## config.mk

```make
export PLATFORM = sky130hd
export DESIGN_NAME = synth_cfg_writer_flat
export DESIGN_NICKNAME = d
export VERILOG_FILES = /design/src/rtl/synth_cfg_writer_if.sv /design/src/rtl/synth_cfg_writer.sv /design/src/flat_wrapper.sv
export SDC_FILE = /design/constraint.sdc
export NUM_CORES = 1
export LEC_CHECK = 0
export CORE_MARGIN = 3
export CORE_UTILIZATION = 48
export CTS_CLUSTER_DIAMETER = 60
export DETAILED_ROUTE_END_ITERATION = 12
export PLACE_DENSITY = 0.79
export SYNTH_ARGS = -nofsm -noshare
export SYNTH_HDL_FRONTEND = slang
export SYNTH_SLANG_ARGS = --single-unit
```

## constraint.sdc

```tcl
create_clock -name clk -period 2.4 [get_ports clk]
set_input_delay 0.48 -clock clk [delete_from_list [all_inputs] [get_ports clk]]
set_output_delay 0.48 -clock clk [all_outputs]
set_load 0.05 [all_outputs]
```

## src/rtl/synth_cfg_writer_if.sv

```systemverilog
// Request channel for synth_cfg_writer: one 16-bit config word write with byte enables.
interface synth_cfg_writer_if;
  logic        req_valid;
  logic        req_ready;
  logic [2:0]  req_addr;
  logic [15:0] req_data;
  logic [1:0]  req_be;

  modport master (output req_valid, req_addr, req_data, req_be, input req_ready);
  modport slave  (input req_valid, req_addr, req_data, req_be, output req_ready);
endinterface

```

## src/rtl/synth_cfg_writer.sv

```systemverilog
// Serialises 16-bit config writes into strobed byte writes on the synth's ui_in/uio_in pins.
// Strobe phases are stretched so a 2-flop synchroniser plus edge detector sees each byte once.
module synth_cfg_writer #(
  parameter int SETUP_CYCLES = 2,
  parameter int HIGH_CYCLES  = 4,
  parameter int LOW_CYCLES   = 4,
  parameter int CNT_BITS     = 4
) (
  input  logic                clk,
  input  logic                reset,
  synth_cfg_writer_if.slave   req,
  output logic                busy,
  output logic                done,
  output logic [7:0]          pin_ui,
  output logic [7:0]          pin_uio
);

  typedef enum logic [1:0] {IDLE, SETUP, HIGH, LOW} state_t;

  localparam logic [CNT_BITS-1:0] SETUP_LD = CNT_BITS'(SETUP_CYCLES - 1);
  localparam logic [CNT_BITS-1:0] HIGH_LD  = CNT_BITS'(HIGH_CYCLES - 1);
  localparam logic [CNT_BITS-1:0] LOW_LD   = CNT_BITS'(LOW_CYCLES - 1);

  state_t              state;
  logic [CNT_BITS-1:0] cnt;
  logic [7:0]          hi_byte;
  logic                hi_pending;
  logic                accept;
  logic                cnt_zero;

  assign req.req_ready = (state == IDLE) && !reset;
  assign accept        = req.req_valid && req.req_ready;
  assign cnt_zero      = (cnt == '0);

  always_ff @(posedge clk or posedge reset) begin
    if (reset) begin
      state      <= IDLE;
      cnt        <= '0;
      hi_byte    <= '0;
      hi_pending <= 1'b0;
      busy       <= 1'b0;
      done       <= 1'b0;
      pin_ui     <= '0;
      pin_uio    <= '0;
    end else begin
      done <= 1'b0;
      case (state)
        IDLE: begin
          if (accept) begin
            hi_byte <= req.req_data[15:8];
            if (req.req_be == 2'b00) begin
              // Nothing to write: acknowledge without touching the pins.
              done <= 1'b1;
            end else begin
              state      <= SETUP;
              cnt        <= SETUP_LD;
              busy       <= 1'b1;
              hi_pending <= &req.req_be;
              pin_ui     <= {1'b0, 3'b000, req.req_addr, ~req.req_be[0]};
              pin_uio    <= req.req_be[0] ? req.req_data[7:0] : req.req_data[15:8];
            end
          end
        end
        SETUP: begin
          if (cnt_zero) begin
            state     <= HIGH;
            cnt       <= HIGH_LD;
            pin_ui[7] <= 1'b1;
          end else begin
            cnt <= cnt - 1'b1;
          end
        end
        HIGH: begin
          if (cnt_zero) begin
            state     <= LOW;
            cnt       <= LOW_LD;
            pin_ui[7] <= 1'b0;
          end else begin
            cnt <= cnt - 1'b1;
          end
        end
        LOW: begin
          if (cnt_zero) begin
            if (hi_pending) begin
              // Address stays put; only select and data move to the high byte.
              state      <= SETUP;
              cnt        <= SETUP_LD;
              hi_pending <= 1'b0;
              pin_ui[0]  <= 1'b1;
              pin_uio    <= hi_byte;
            end else begin
              state <= IDLE;
              busy  <= 1'b0;
              done  <= 1'b1;
            end
          end else begin
            cnt <= cnt - 1'b1;
          end
        end
        default: state <= IDLE;
      endcase
    end
  end

endmodule

```

## src/flat_wrapper.sv

```systemverilog
// flat-port wrapper written by rule: the top's interface ports become plain ports
module synth_cfg_writer_flat 
#(
  parameter int SETUP_CYCLES = 2,
  parameter int HIGH_CYCLES  = 4,
  parameter int LOW_CYCLES   = 4,
  parameter int CNT_BITS     = 4
)
  (clk, reset, busy, done, pin_ui, pin_uio, req_req_valid, req_req_addr, req_req_data, req_req_be, req_req_ready);
  synth_cfg_writer_if req_i ();
  input  logic clk;
  input  logic reset;
  output logic busy;
  output logic done;
  output logic [7:0] pin_ui;
  output logic [7:0] pin_uio;
  input wire logic [$bits(req_i.req_valid)-1:0] req_req_valid;
  input wire logic [$bits(req_i.req_addr)-1:0] req_req_addr;
  input wire logic [$bits(req_i.req_data)-1:0] req_req_data;
  input wire logic [$bits(req_i.req_be)-1:0] req_req_be;
  output wire logic [$bits(req_i.req_ready)-1:0] req_req_ready;
  assign req_i.req_valid = req_req_valid;
  assign req_i.req_addr = req_req_addr;
  assign req_i.req_data = req_req_data;
  assign req_i.req_be = req_req_be;
  assign req_req_ready = req_i.req_ready;
  synth_cfg_writer #(.SETUP_CYCLES(SETUP_CYCLES), .HIGH_CYCLES(HIGH_CYCLES), .LOW_CYCLES(LOW_CYCLES), .CNT_BITS(CNT_BITS)) u_core (.clk(clk), .reset(reset), .req(req_i), .busy(busy), .done(done), .pin_ui(pin_ui), .pin_uio(pin_uio));
endmodule
```

==> summary.txt <==
Logic synthesis
  – Sequential area share after synthesis: 46.3%
  – Cell with the most instances after synthesis: dfrtp_1
  – Post-synth top cells: dfrtp_1 (30), mux2_2 (21), nand2_1 (16)
  – Avg Inst Size Synth: 10.9 um2
  – Yosys reg bits: 30
  – Post-synth ARST share: 100%
  – Cell Area, Synth: 0.00162 mm2
  – Leading area contributor after synthesis: dfrtp_1
  – Synth cell types: 29
  – Area contributors post-synth: dfrtp_1 (46%), mux2_2 (15%), mux2i_1 (4.9%)
  – Cells after synthesis: between 100 and 150
  – Yosys top cell area share: around 46%
  – Synth Warn #: 0
  – Number of flops mapped to enable cells by yosys: 0
  – Post-synth top flop: dfrtp_1

Global route
  – First-pass GRT wire length: about 6000 um
  – Initial antenna violation count: 0
  – Largest net degree at the start of global routing: 26
  – Grt ovf: 0
  – Vias in the first global route: around 1300
  – GRT Util Overall: 19.3%

Drt
  – Met3 Routed Length: ~230 um
  – Met2 WL post-DR: ~1800 um
  – Total wire length: ~3500 um
  – DR top layer: met4
  – DRC violations left: 0
  – Met1 WL: approximately 1400 um
  – Vias per cell: roughly 5.4
  – Vias: between 1000 and 1500
  – Iteration-0 DRC Markers: approximately 80
  – WL/cell: about 15 um
  – Routed Antenna Nets: 0
  – 1st-pass router iterations: 5

Timing
  – RSZ-0062 raised after global routing: false
  – Period minus WS final: a little over 2000 ps
  – Final hold violation count: 0
  – Tightest Pin Transition: around 520 ps
  – Final Max Slew Viols: 0
  – Tcrit/Tclk final: between 80 and 90%
  – Worst clock skew: roughly 9.6 ps
  – Fmax: a little under 0.5 GHz
  – Fin Setup TNS: 0 ps
  – Final setup fails: 0
  – Hold slack: roughly 500 ps
  – Worst setup margin: ~360 ps
  – Rel. slew slack: between 60% and 70%

Clock tree
  – CTS tree: done
  – Hold Buf Count CTS: 0
  – Clock Sinks: 30
  – Clock transition at path regs: roughly 80 ps
  – Clock buffer count from CTS: 5
  – Worst-Skew Late Latency: 330 ps
  – Root buffer cell: clkbuf_4
  – CTS max path bufs: 2
  – Post-cts sizing count: 0
  – Setup Fix Bufs, Post-CTS: 0
  – Max H-tree Level: 2

Critical path
  – Crit-path leading delay family: flip-flops
  – Slowest cell delay on critical path: 450 ps
  – WP data arrival: 1560 ps
  – Worst R2R Start: u_core.state[0]
  – CP required: 1920 ps
  – Crit Path Max Fanout: 6
  – Setup crit end kind: output pin
  – Worst Path Buf+Inv: 2
  – Critical Path Start: u_core.state[0]
  – Crit start category: flip-flop
  – Slowest CP cell: dfrtp_1
  – Worst path cell trace: inv_1 > ha_1 > nor2b_2 > buf_12
  – Crit Path Category: reg2out

Job
  – Max_cap viols: 0

Layout
  – Non-Filler Instances: 240
  – Final net count: 227
  – Area grow syn2layout: 33.4%
  – Share of layout cells above drive strength 1: 21.4%
  – Fill count: ~260
  – Design Area, Final: roughly 0.0022 mm2
  – Number of diodes: 0
  – Final Util: around 69%

Placed design
  – Post-DP Area: approximately 0.0021 mm2
  – Detail Placement HPWL: around 2700 um
  – Inst Count DP: 234
  – PortBufs: 39
  – Setup WS pre-CTS: between 50 and 60 ps
  – RePlAce Congestion: 0.818

Hold path
  – Hold Startpoint: u_core.pin_ui[0]
  – Min-Delay Path Class: reg2reg

Die
  – Num ports: 43
  – DIE AREA: about 0.0041 mm2
  – Rows: 20
  – Initial Util: 51.8%
  – Die Y: approximately 64 um
  – Core region area: ~0.0031 mm2
  – Die Wd: roughly 64 um

Pwr
  – Leakage Power: 0.942 nW
  – Pwr Density: 1430 mW/mm2
  – Overall Power: about 3.1 mW
  – VDD IR max: between 600 and 700 uV

Outcome
  – Status: finished clean
-- cells in the final DEF (no fill, tap or decap) --
master	instances
a211oi_4	1
a21oi_1	2
a31oi_1	1
and2b_2	1
buf_12	2
buf_4	8
clkbuf_4	5
clkbuf_8	1
clkdlybuf4s50_1	38
conb_1	3
dfrtp_1	30
ha_1	6
inv_1	6
mux2_2	21
mux2i_1	8
nand2_1	16
nand2_2	1
nand2b_1	1
nand3_1	2
nand3b_1	1
nor2_1	9
nor2b_2	1
nor3_1	4
nor4_4	1
o2111ai_1	2
o211ai_1	1
o21a_1	5
o21ai_0	12
o311ai_0	1
o31ai_1	4
o41ai_1	2
-- metal layers --
layer,global-route usage (%),vias to the layer above
met3,6.33,9
li1,-,617
met2,33.3,44
met4,6.33,0
met1,22.5,625
met5,0,-
-- path summary, 6_finish.rpt --
kind / cells past startpoint / slack [ps] / to
setup / recovery: 4 / 360 / req_req_ready
hold / removal: 1 / 510 / u_core.pin_ui[0]
setup reg to reg: 4 / 400 / u_core.pin_uio[3]
hold reg to reg: 1 / 510 / u_core.pin_ui[0]
max in group asynchronous: 3 / 1370 / u_core.hi_byte[5]
min in group asynchronous: 2 / 550 / u_core.pin_ui[7]
-- power by group --
group | internal (mW) | switching [mW]
Sequential | 0.744 | 0.164
Clock | 0.132 | 0.162
Combinational | 0.812 | 1.08
Total | 1.69 | 1.41
-- registers in the layout (all words and copies together), names as in the netlist --
signal             flops
u_core.hi_pending      1
u_core.pin_uio         8
u_core.busy            1
u_core.done            1
u_core.cnt             4
u_core.hi_byte         8
u_core.state           2
u_core.pin_ui          5
-- cell type report --
class / count / area [um2] / area share, %
clock buffer: 6 / 51.3 / 2.37
timing repair buffer: 48 / 480 / 22.2
multi-input combinational: 106 / 801 / 37.1
tap: 44 / 55.1 / 2.55
inverter: 6 / 22.5 / 1.04
sequential: 30 / 751 / 34.7
-- cells by family (layout without fill, tap and decap cells) --
logic type	Yosys count	count (layout)	share of synthesized area (%)
and+or+nand+nor	37	37	11.1
AOI/OAI and AO/OA	31	31	13.3
DFF	30	30	46.3
muxes	29	29	19.5
buffers and inverters	15	60	4.86
adders and majority gates	6	6	4.63
other	1	3	0.231
No activity file was read; power rests on OpenSTA's default activity.
